[src/rtl/half_adder_pkg.sv]
// Shared constants and helpers for the half_adder cell.
// The saturating increment works on 32-bit values, so counters up to 32 bits wide are supported.
package half_adder_pkg;

    localparam int CNT_W_DEFAULT = 16;

    function automatic logic [31:0] satInc(input logic [31:0] value, input logic [31:0] maxVal);
        return (value >= maxVal) ? value : value + 32'd1;
    endfunction

endpackage

[src/rtl/half_adder_ha_bit.sv]
// One-lane combinational half adder.
module ha_bit (
    input  logic a,
    input  logic b,
    output logic sum,
    output logic carry
);

    assign sum   = a ^ b;
    assign carry = a & b;

endmodule

[src/rtl/half_adder.sv]
// WIDTH-lane half adder with zero-latency outputs, a registered copy and a saturating carry-event counter.
// Lanes are independent, so no carry ever travels between neighbouring lanes.
module half_adder
    import half_adder_pkg::*;
#(
    parameter int WIDTH = 1,
    parameter int CNT_W = CNT_W_DEFAULT
) (
    input  logic             clk,
    input  logic             rst_n,
    input  logic [WIDTH-1:0] a,
    input  logic [WIDTH-1:0] b,
    output logic [WIDTH-1:0] sum,
    output logic [WIDTH-1:0] carry,
    input  logic             in_valid,
    input  logic             cnt_clr,
    output logic [WIDTH-1:0] sum_q,
    output logic [WIDTH-1:0] carry_q,
    output logic             out_valid,
    output logic [CNT_W-1:0] carry_cnt
);

    localparam logic [CNT_W-1:0] CNT_MAX = '1;

    logic [WIDTH-1:0] sum_d;
    logic [WIDTH-1:0] carry_d;
    logic             valid_d;
    logic             valid_q;
    logic [CNT_W-1:0] cnt_d;
    logic [CNT_W-1:0] cnt_q;

    for (genvar i = 0; i < WIDTH; i++) begin : gLane
        ha_bit uBit (
            .a    (a[i]),
            .b    (b[i]),
            .sum  (sum[i]),
            .carry(carry[i])
        );
    end

    // Registered copy holds on idle cycles; a clear beats a same-cycle increment.
    always_comb begin
        sum_d   = sum_q;
        carry_d = carry_q;
        valid_d = in_valid;
        cnt_d   = cnt_q;
        if (in_valid) begin
            sum_d   = sum;
            carry_d = carry;
        end
        if (cnt_clr) begin
            cnt_d = '0;
        end else if (in_valid && (|carry)) begin
            cnt_d = CNT_W'(satInc(32'(cnt_q), 32'(CNT_MAX)));
        end
    end

    always_ff @(posedge clk or negedge rst_n) begin
        if (!rst_n) begin
            sum_q   <= '0;
            carry_q <= '0;
            valid_q <= 1'b0;
            cnt_q   <= '0;
        end else begin
            sum_q   <= sum_d;
            carry_q <= carry_d;
            valid_q <= valid_d;
            cnt_q   <= cnt_d;
        end
    end

    assign out_valid = valid_q;
    assign carry_cnt = cnt_q;

endmodule

[config.mk]
export PLATFORM = sky130hd
export DESIGN_NAME = half_adder
export DESIGN_NICKNAME = d
export VERILOG_FILES = /design/src/rtl/half_adder_pkg.sv /design/src/rtl/half_adder_ha_bit.sv /design/src/rtl/half_adder.sv
export SDC_FILE = /design/constraint.sdc
export NUM_CORES = 1
export LEC_CHECK = 0
export ABC_AREA = 1
export CAP_MARGIN = 0
export CORE_ASPECT_RATIO = 1.1
export CORE_UTILIZATION = 30
export CTS_CLUSTER_DIAMETER = 40
export DETAILED_ROUTE_END_ITERATION = 10
export HOLD_SLACK_MARGIN = 0.1
export PLACE_DENSITY = 0.56
export SYNTH_ARGS = -nofsm -noshare
export SYNTH_HDL_FRONTEND = slang
export SYNTH_SLANG_ARGS = --single-unit
[constraint.sdc]
create_clock -name clk -period 2.9 [get_ports clk]
set_clock_uncertainty 0.15 [all_clocks]
set_input_delay 0.29 -clock clk [delete_from_list [all_inputs] [get_ports clk]]
set_output_delay 0.29 -clock clk [all_outputs]
set_load 0.005 [all_outputs]
Word level (Yosys, flattened, before mapping) --
Index checks and enable logic that the tools add are counted.
Storage, ports and cells: input bits 6, register bits after elaboration 19, logic and storage cells 15
Operators by class: bitwise operators 2, magnitude comparators 1, reductions and logical operators 3, muxes and demuxes 3, equality and inequality tests 1, add/subtract/negate cells 1
Operator list (number):
- 16-bit two-way mux | 3
- 16-bit by 1-bit adder with 16-bit output (second input constant) | 1
- 16-bit greater-or-equal comparator (second input constant) | 1
- 2-bit inequality test (second input constant) | 1
- 2-bit AND reduction | 1
- 2-bit nonzero test | 1
- 1-bit AND | 1
- 1-bit logical AND | 1
- 1-bit XOR | 1

Depth between registers and ports, before layout --
depth in word-level cells 4, depth in mapped cells 10, depth with buffers taken out 9

By module --
A second synthesis with hierarchy kept.
Unflattened totals: cell total of the unflattened synthesis 165, area total of the unflattened synthesis 1186.1 µm²
By module, submodules not included:
- half_adder | area an instance 1173.6 µm², cells an instance 164, times used 1, sequential area each 475.5 µm²
- ha_bit | area an instance 12.5 µm², cells an instance 1, times used 1, sequential area each 0.0 µm²

Least setup slack after synthesis --
OpenSTA, ideal clock, no wires.
kind reg-to-reg, from register cnt_q[0], in the netlist carry_cnt[0], to register cnt_q[8], in the netlist carry_cnt[8], data arrival time 1.335 ns, setup slack 1.289 ns, data required time 2.624 ns, period minus slack after synthesis 1.611 ns, path buffers 1, cell stages (with the launch flop) 10, cells stage by stage dfrtp_1 ha_1 nand2_1 nor2_4 nand2_4 nor2_4 nand2_4 nand2_8 buf_8 o21ai_0
Between the ends: cells in the longest elaborated chain, start to end 4, elaborated cells on any way between the ends 7
RTL lines:
- start, declared | RTL line half_adder.sv:30 | logic [CNT_W-1:0] cnt_q;
- start signal, assigned | RTL line half_adder.sv:68 | cnt_q <= cnt_d;
- 16-bit by 1-bit adder with 16-bit output | RTL line half_adder_pkg.sv:8 | return (value >= maxVal) ? value : value + 32'd1;
- 16-bit two-way mux | RTL line half_adder_pkg.sv:8
- 16-bit two-way mux | RTL line half_adder.sv:53 | end else if (in_valid && (|carry)) begin
- 16-bit two-way mux | RTL line half_adder.sv:51 | if (cnt_clr) begin
Several ways; a longest one is shown, not always the timed one. The select of a mux whose other input is x is not followed. A chain may end at the register's enable or synchronous reset.

Worst setup path in the final report --
from input port a, to output port sum
Between the ends: cells in the longest elaborated chain, start to end 1
RTL lines:
- start, declared | RTL line half_adder.sv:11 | input logic [WIDTH-1:0] a,
- 1-bit XOR | RTL line half_adder_ha_bit.sv:9 | assign sum = a ^ b;
- end, declared | RTL line half_adder.sv:13 | output logic [WIDTH-1:0] sum,
Every way passes these cells.

==> qor.csv <==
metric,value,unit
slew_viol_final,0,
critPathLaunchType,input port,
first_pass_iters,5,
cp.depth,3,
crit_top_cell,clkdlybuf4s50_1,
vias,1065,
post-cts-setup-buffers,0,
drtIter0Drc,62,
powerDensity,369.4,nW/um2
max-slew-margin-rel,38.52,%
status,completed,
critPathMaxFanout,2,
syn_nets,159,
h-tree-depth,1,
die_h,67.15,um
antenna_found_initial,0,
grt_pass1_vias,1031,
start_util,31.67,%
syn_inst,151,
min_path_type,input port to asynchronous set/reset pin,
cp-startpoint,a,
ctsLongestPathBuffers,2,
hold_buffers,0,
worstSetupPathType,input port to output pin,
critPathBufInv,2,
final_common_cell,nand2_1,
max_clock_freq,517.9,MHz
post_drt_wl_per_cell,12.03,um
fill_cells,389,
seq_area_frac_synth,41.08,%
nets,189,
setup_tns,0,ps
cp.arrival,1490,ps
cts_buffers,3,
fin_area,1514,um2
r2r_cells,7,
finalPower,559.3,uW
critPathTopFamily,buffers and inverters,
synth_cell_types,23,
ys_ff_latch,19,
layout_common_cells,"nand2_1, clkdlybuf4s50_1, dfrtp_1, nor2_1",
period_share,66.58,%
syn_avg_cell_area,7.665,um2
cts_tree,yes,
worst_pin_slew,919.3,ps
cp.required,2460,ps
setup_viol,0,
r2r-start,carry_cnt[0]$_DFFE_PN0P_,
antennaDiodeCount,0,
netlist_area,1157,um2
clk_latency,270,ps
dpl_cell_area,1469,um2
gp_congestion,0.7892,
drive_above_1_share,9.444,%
cp_slowest_stage_delay,500,ps
die_x,61.22,um
cap_violations,0,
cts_root_buf,clkbuf_8,
post-route-min-period,1931,ps
cts_resized,0,
fp.coreArea,3655,um2
ir_drop,265.5,uV
clock_sinks,19,
drtAntennaViolNets,0,
grt_max_degree,20,
dp_hpwl,1971,um
rsz0062_at_grt,false,
hold_viol_final,0,
die_area,4111,um2
grt.total_usage,15.70,%
vias_per_cell,4.630,
r2r_setup_slack,1100,ps
holdWs,374.7,ps
io_buffers,26,
ioPinCount,27,
fp-row-count,23,
end_kind,output pin,
r2r-end,carry_cnt[3]$_DFFE_PN0P_,
critPathCapture,sum,
grt_overflow_total,0,
path_clk_slew,80,ps
cp_cell_sequence,clkdlybuf4s50_1 -> ha_1 -> clkdlybuf4s50_1,
yosysWarnings,0,
wirelength,2766,um
leakage,0.6386,nW
area_delta_synth_final,30.81,%
grt_pass1_wl,4698,um
route.detailed.drc,0,
crit_path_top_delay_cell,clkdlybuf4s50_1,
==> per-layer routing <==
metal,track usage [%],vias up,part of all wire (%)
li1,-,541,-
met5,0,-,0
met4,8.523,0,2.3
met1,20.07,483,46
met3,3.640,5,5.4
met2,24.18,36,47
==> Yosys cell counts <==
library cell / count / area (um2)
nand2_8: 1 / 20.02
inv_1: 15 / 56.30
nand2_1: 44 / 165.2
nand2_2: 1 / 6.260
mux2_2: 1 / 11.26
ha_1: 2 / 25.02
a21oi_1: 3 / 15.01
buf_8: 1 / 15.01
dfrtp_1: 19 / 475.5
clkbuf_1: 1 / 3.750
nor2_4: 3 / 33.78
o21ai_0: 10 / 50.05
xnor2_1: 3 / 26.28
a31oi_1: 1 / 6.260
nor3_1: 1 / 5.000
or2_2: 1 / 6.260
o21bai_1: 4 / 30.03
nand2_4: 2 / 22.52
o21ai_2: 3 / 26.28
nand3_1: 15 / 75.07
nor2_2: 1 / 6.260
nor2_1: 17 / 63.81
nand4_1: 2 / 12.51
==> worst reg2reg max path: stages (launching register included) <==
cell	delay, ps
dfrtp_1	420
ha_1	220
nand2_1	130
nor2_4	70
nand2_4	100
nor2_4	60
o21bai_1	380
o21ai_0	140
==> state kept, by name, indices dropped and copies added, names as in the netlist <==
signal and count:
carry_cnt 16, carry_q 1, out_valid 1, sum_q 1
==> worst min-delay path by stage <==
stage / endpoint / startpoint / slack [ps] / cells after the start
after CTS: sum_q$_DFFE_PN0P_ / sum_q$_DFFE_PN0P_ / 390 / 1
after detailed placement: sum_q$_DFFE_PN0P_ / sum_q$_DFFE_PN0P_ / 360 / 1
final: carry_cnt[10]$_DFFE_PN0P_ / rst_n / 370 / 1
after global placement: sum_q$_DFFE_PN0P_ / sum_q$_DFFE_PN0P_ / 350 / 1
after global routing: sum_q$_DFFE_PN0P_ / sum_q$_DFFE_PN0P_ / 400 / 1
after floorplan: carry_cnt[0]$_DFFE_PN0P_ / rst_n / -160 / 0
==> cell families (layout without fill, tap and decap cells) <==
logic type | after synthesis | after routing | synth area share, %
buf+inv | 17 | 46 | 6.485
fa+ha+maj | 2 | 2 | 2.162
mux | 1 | 1 | 0.9729
flops | 19 | 19 | 41.08
xor+xnor | 3 | 3 | 2.271
simple gates | 88 | 88 | 36.00
compound gates | 21 | 21 | 11.03
==> layout make-up <==
cell class / count / area [um2] / area share, %
sequential: 19 / 475.5 / 31.41
tap: 50 / 62.56 / 4.132
multi-input combinational: 115 / 606.8 / 40.08
timing repair buffer: 27 / 267.8 / 17.69
inverter: 15 / 56.30 / 3.719
clock buffer: 4 / 45.04 / 2.975
==> power by group <==
| group | total, mW | internal (mW) | switching, mW |
|---|---|---|---|
| combinational | 0.0771 | 0.0399 | 0.0371 |
| sequential | 0.282 | 0.274 | 0.00816 |
| clock | 0.200 | 0.0983 | 0.102 |
| total | 0.559 | 0.412 | 0.147 |
==> stage by stage <==
stage	utilization, %	cells	setup slack, ps
6_report	41.42	230	969.3
3_5_place_dp	40.19	226	965.7
5_1_grt	41.42	230	914.2
2_1_floorplan	-	151	1289
4_1_cts	41.42	230	957.6
3_3_place_gp	40.19	226	976.0
(Power assumes the default switching activity.)
